==> config.mk <==
export PLATFORM = sky130hd
export DESIGN_NAME = n64_read_response
export DESIGN_NICKNAME = d
export VERILOG_FILES = /design/src/rtl/n64_read_response.sv
export SDC_FILE = /design/constraint.sdc
export NUM_CORES = 1
export LEC_CHECK = 0
export BUFFER_PORTS_ARGS = -buffer_cell sky130_fd_sc_hd__buf_2
export CORE_MARGIN = 2
export CORE_UTILIZATION = 40
export DETAILED_ROUTE_END_ITERATION = 8
export GPL_TIMING_DRIVEN = 1
export SETUP_SLACK_MARGIN = 0.02
export SLEW_MARGIN = 20
export SYNTH_ARGS = -nofsm -noshare
export SYNTH_HDL_FRONTEND = slang
export SYNTH_SLANG_ARGS = --single-unit
==> constraint.sdc <==
create_clock -name clk -period 2.4 [get_ports clk]
set_clock_uncertainty 0.05 [all_clocks]
set_input_delay 0.36 -clock clk [delete_from_list [all_inputs] [get_ports clk]]
set_output_delay 0.36 -clock clk [all_outputs]
set_load 0.005 [all_outputs]
==> src/rtl/n64_read_response.sv <==
`timescale 1ns/1ps
// N64 controller response decoder: measures low-phase widths on a synchronized data line and assembles NUM_BITS data bits LSB first.
// Latency: 2-clock synchronizer, then response/valid one clock after the stop-bit rise; no backpressure (valid is a single-cycle pulse).
module n64_read_response #(
    parameter int THRESHOLD = 200,
    parameter int MIN_LOW   = 20,
    parameter int TIMEOUT   = 800,
    parameter int NUM_BITS  = 32
) (
    input  logic                clk,
    input  logic                rst_n,
    input  logic                data_in,
    input  logic                en,
    output logic [NUM_BITS-1:0] response,
    output logic                valid,
    output logic                busy,
    output logic                error
);

    localparam int CMAX = (TIMEOUT > THRESHOLD) ? TIMEOUT : THRESHOLD;
    localparam int CW   = $clog2(CMAX + 1);
    localparam int IW   = $clog2(NUM_BITS + 1);

    localparam logic [CW-1:0] TO_LAST  = CW'(TIMEOUT - 1);
    localparam logic [CW-1:0] MIN_C    = CW'(MIN_LOW);
    localparam logic [CW-1:0] THR_C    = CW'(THRESHOLD);
    localparam logic [IW-1:0] STOP_IDX = IW'(NUM_BITS);

    typedef enum logic [1:0] {IDLE, ARMED, LOW, HIGH} state_t;

    state_t              state;
    state_t              nxt;
    logic                sync_q1;
    logic                line_s;
    logic [CW-1:0]       low_cnt;
    logic [CW-1:0]       high_cnt;
    logic [IW-1:0]       bit_idx;
    logic [NUM_BITS-1:0] shreg;
    logic                abort;
    logic                frame_done;
    logic                bit_val;

    // Line idles high, so the synchronizer resets to 1 to avoid a false falling edge.
    always_ff @(posedge clk or negedge rst_n) begin
        if (!rst_n) begin
            sync_q1 <= 1'b1;
            line_s  <= 1'b1;
        end else begin
            sync_q1 <= data_in;
            line_s  <= sync_q1;
        end
    end

    always_ff @(posedge clk or negedge rst_n) begin
        if (!rst_n) state <= IDLE;
        else        state <= nxt;
    end

    always_comb begin
        nxt        = state;
        abort      = 1'b0;
        frame_done = 1'b0;
        case (state)
            IDLE:  if (en) nxt = ARMED;
            ARMED: if (!line_s) nxt = LOW;
            LOW: begin
                if (!line_s) begin
                    if (low_cnt >= TO_LAST) begin
                        abort = 1'b1;
                        nxt   = IDLE;
                    end
                end else if (low_cnt < MIN_C) begin
                    abort = 1'b1;
                    nxt   = IDLE;
                end else if (bit_idx == STOP_IDX) begin
                    frame_done = 1'b1;
                    nxt        = IDLE;
                end else begin
                    nxt = HIGH;
                end
            end
            HIGH: begin
                if (!line_s) begin
                    nxt = LOW;
                end else if (high_cnt >= TO_LAST) begin
                    abort = 1'b1;
                    nxt   = IDLE;
                end
            end
            default: nxt = IDLE;
        endcase
    end

    always_comb begin
        busy = (state != IDLE);
    end

    assign bit_val = (low_cnt < THR_C);

    // Counters saturate one short of TIMEOUT; the FSM aborts on the sample that would reach it.
    always_ff @(posedge clk or negedge rst_n) begin
        if (!rst_n) begin
            low_cnt  <= '0;
            high_cnt <= '0;
            bit_idx  <= '0;
            shreg    <= '0;
        end else begin
            case (state)
                IDLE: begin
                    if (en) begin
                        bit_idx <= '0;
                        shreg   <= '0;
                    end
                end
                ARMED: begin
                    if (!line_s) low_cnt <= CW'(1);
                end
                LOW: begin
                    if (!line_s) begin
                        if (low_cnt < TO_LAST) low_cnt <= low_cnt + 1'b1;
                    end else if (low_cnt >= MIN_C && bit_idx != STOP_IDX) begin
                        shreg    <= shreg | ({{(NUM_BITS-1){1'b0}}, bit_val} << bit_idx);
                        high_cnt <= CW'(1);
                    end
                end
                HIGH: begin
                    if (!line_s) begin
                        low_cnt <= CW'(1);
                        bit_idx <= bit_idx + 1'b1;
                    end else if (high_cnt < TO_LAST) begin
                        high_cnt <= high_cnt + 1'b1;
                    end
                end
                default: ;
            endcase
        end
    end

    always_ff @(posedge clk or negedge rst_n) begin
        if (!rst_n) begin
            response <= '0;
            valid    <= 1'b0;
            error    <= 1'b0;
        end else begin
            if (frame_done) response <= shreg;
            valid <= frame_done;
            error <= abort;
        end
    end

endmodule

==> results.toml <==
[logic_synthesis]
ys_ff_latch = 96
synth_area_um2 = 4380
synth_flop_cell = "dfrtp_1"
synth_cell_types = 57
synth_fp_nets = 386
yosys_warnings = 0
postSynthAreaPerCell_um2 = 11.6
async_reset_ff_share_pct = 100
ys_seq_area_share_pct = 54.9
syn_inst = 377
synth_edf_count = 0

[sta]
fmax_mhz = 467
hold_viol = 0
rsz0062_at_grt = "no"
whs_ns = 0.0382
fin_crit_sh_pct = 89.1
slew_violations = 0
slew_headroom_pct = 53.4
setup_viol = 0
fin_setup_tns_ns = 0
period_minus_slack_ns = 2.14
worst_slew_pin_slew_ns = 0.700

[detailed_routing]
viasPerCell = 5.52
ant_nets = 0
via_count = 3116
drc = 0
wl_per_cell_um = 15.6
firstDrtPassIters = 4
wl_um = 8800
dr.first_iter.drc_count = 159

[global_routing]
grt_overflow = 0
grt_pass1_vias = 3040
track_usage_pct = 16.5
antenna_found_initial = 0
grt_start_max_net_pins = 45
grt_pass1_wl_um = 15200

[clock_tree]
clk_latency_ns = 0.36
htreeDepth = 3
root_buffer = "clkbuf_8"
clockBufferDepth = 2
cts_tree = "built"
cts.clk_slew.worst_paths_ns = 0.09
cts_buffers = 9
post_cts_resized = 0
clock_sinks = 96

[finish]
drive_above_1_share_pct = 28.1
syn_to_final_growth_pct = 13.2
n_antenna_cell = 0
layout.nets = 428

[job]
maxCapViolations = 0

[floorplanning]
start_util_pct = 40.7
dieArea_um2 = 11800
ioPinCount = 39
die_w_um = 109
dieHeight_um = 109
core-area_um2 = 10700
rows = 38

[worst_setup_path]
arrival_ns = 2.39
critPathMaxFanout = 9
crit_type = "flop to flop"
worstPathRequired_ns = 2.65
cp-start-kind = "flop"
cp-end-kind = "flop"

[place]
routabilityCongestion = 0.830
portBuffers = 38
hpwl_um = 6160

[power]
leakagePower_uw = 0.00244
vdd_drop_max_uv = 442
pwr_density_cell_nw_per_um2 = 826

[worst_hold_path]
hold_path_class = "input port to flop"

[status]
status = "finished, final reports clean"
-- metrics by stage --
stage / cells / worst slack [ns] / area, µm² / power [µW] / util, %
2_1_floorplan: 377 / 0.402 / 4380 / 2820 / -
3_3_place_gp: 547 / 0.338 / 4780 / 3150 / 44.4
3_5_place_dp: 547 / 0.291 / 4780 / 3190 / 44.4
4_1_cts: 564 / 0.267 / 4960 / 4140 / 46.1
5_1_grt: 564 / 0.123 / 4960 / 4380 / 46.1
6_report: 564 / 0.261 / 4960 / 4090 / 46.1
-- worst max-delay path, stage by stage (launching register included) --
cell and delay [ns]:
dfrtp_1 0.48, o311ai_0 0.53, o21ai_1 0.30, nor4_4 0.38, buf_4 0.20, a22o_1 0.13
-- placed cells by master (no fill, tap or decap), drive strengths merged, types with 6 or more instances in the layout --
cell,n
and3,8
nor3,11
mux2,33
nor2,21
a21oi,12
o21ai,11
a22o,17
nand3,12
clkbuf,9
a31oi,7
clkinv,6
nand2,16
buf,55
dfrtp,94
a41oi,14
nand4,10
inv,16
-- cell usage after synthesis, types with 2 or more instances --
master	number	share of area [%]
a21boi_0	2	0.34
nor2_1	21	1.8
a31oi_1	7	1.0
a31o_2	2	0.40
nand2_1	16	1.4
o21a_1	3	0.51
dfrtp_1	94	54
a2bb2oi_1	2	0.40
a211o_1	3	0.60
o22ai_1	3	0.43
dfstp_2	2	1.2
mux2_2	32	8.2
xor2_1	3	0.60
ha_1	5	1.4
o21ai_0	10	1.1
inv_1	15	1.3
and3_1	8	1.1
clkbuf_1	16	1.4
and2_1	3	0.43
a21oi_1	12	1.4
nor3b_1	3	0.51
or3_4	2	0.51
and4_1	4	0.80
nand2b_1	3	0.43
a41oi_1	14	2.8
nor4_1	3	0.43
a22o_1	17	3.4
buf_6	3	0.77
a21o_1	2	0.34
a211oi_1	2	0.34
nor3_1	9	1.0
mux2i_1	5	1.1
nand4_1	10	1.4
nand3_1	11	1.3
buf_2	5	0.57
and3b_1	4	0.80
-- per-layer routing --
layer	GRT usage (%)	routed length [µm]	vias up
met5	0	0	-
met4	7.60	185	0
met3	2.51	239	13
met2	25.7	4120	53
met1	22.9	4260	1559
li1	-	-	1491
-- repair_timing --
action | in CTS | in global routing
hold buffers | 1 | 0
endpoints found under the hold margin | 42 | 0
buffers inserted | 0 | 0
setup endpoints to repair | 0 | 0
-- power breakdown --
part	switching, µW	total, µW	internal, µW
registers	225	1990	1760
clock network	561	937	377
logic	711	1170	457
total	1500	4090	2600
-- sequential cells by signal (all words and copies together) (netlist names) --
name      flops
bit_idx       6
error         1
high_cnt     10
line_s        1
low_cnt      10
response     32
shreg        32
state         2
sync_q1       1
valid         1
-- path summary, 6_finish.rpt --
kind,startpoint,to,slack [ns],cells after the start
worst min register to register,sync_q1$_DFF_PN1_,line_s$_DFF_PN1_,0.31,0
worst max register to register,low_cnt[5]$_DFFE_PN0P_,shreg[30]$_DFFE_PN0P_,0.26,5
min in group asynchronous,rst_n,response[12]$_DFFE_PN0P_,0.47,2
worst max-delay path,low_cnt[5]$_DFFE_PN0P_,shreg[30]$_DFFE_PN0P_,0.26,5
worst min-delay path,data_in,sync_q1$_DFF_PN1_,0.04,1
max in group asynchronous,rst_n,sync_q1$_DFF_PN1_,1.13,3
-- logic make-up (layout without fill, tap and decap cells) --
family | Yosys count | in the layout | synth area share [%]
buffers and inverters | 40 | 87 | 4.09
DFF | 96 | 96 | 54.9
adders and majority gates | 5 | 5 | 1.43
xor gates and xnor gates | 4 | 4 | 0.800
muxes | 38 | 38 | 9.63
and+or+nand+nor | 107 | 107 | 14.5
AOI/OAI and AO/OA | 87 | 87 | 14.6
-- final cells by class --
type | count | area (µm²)
fill | 1022 | 5790
sequential | 96 | 2400
multi-input combinational | 241 | 1790
timing repair buffer | 56 | 355
tap | 140 | 175
clock buffer | 9 | 124
inverter | 15 | 56.3
clock inverter | 7 | 46.3
Power figures use the tool's default switching activity.
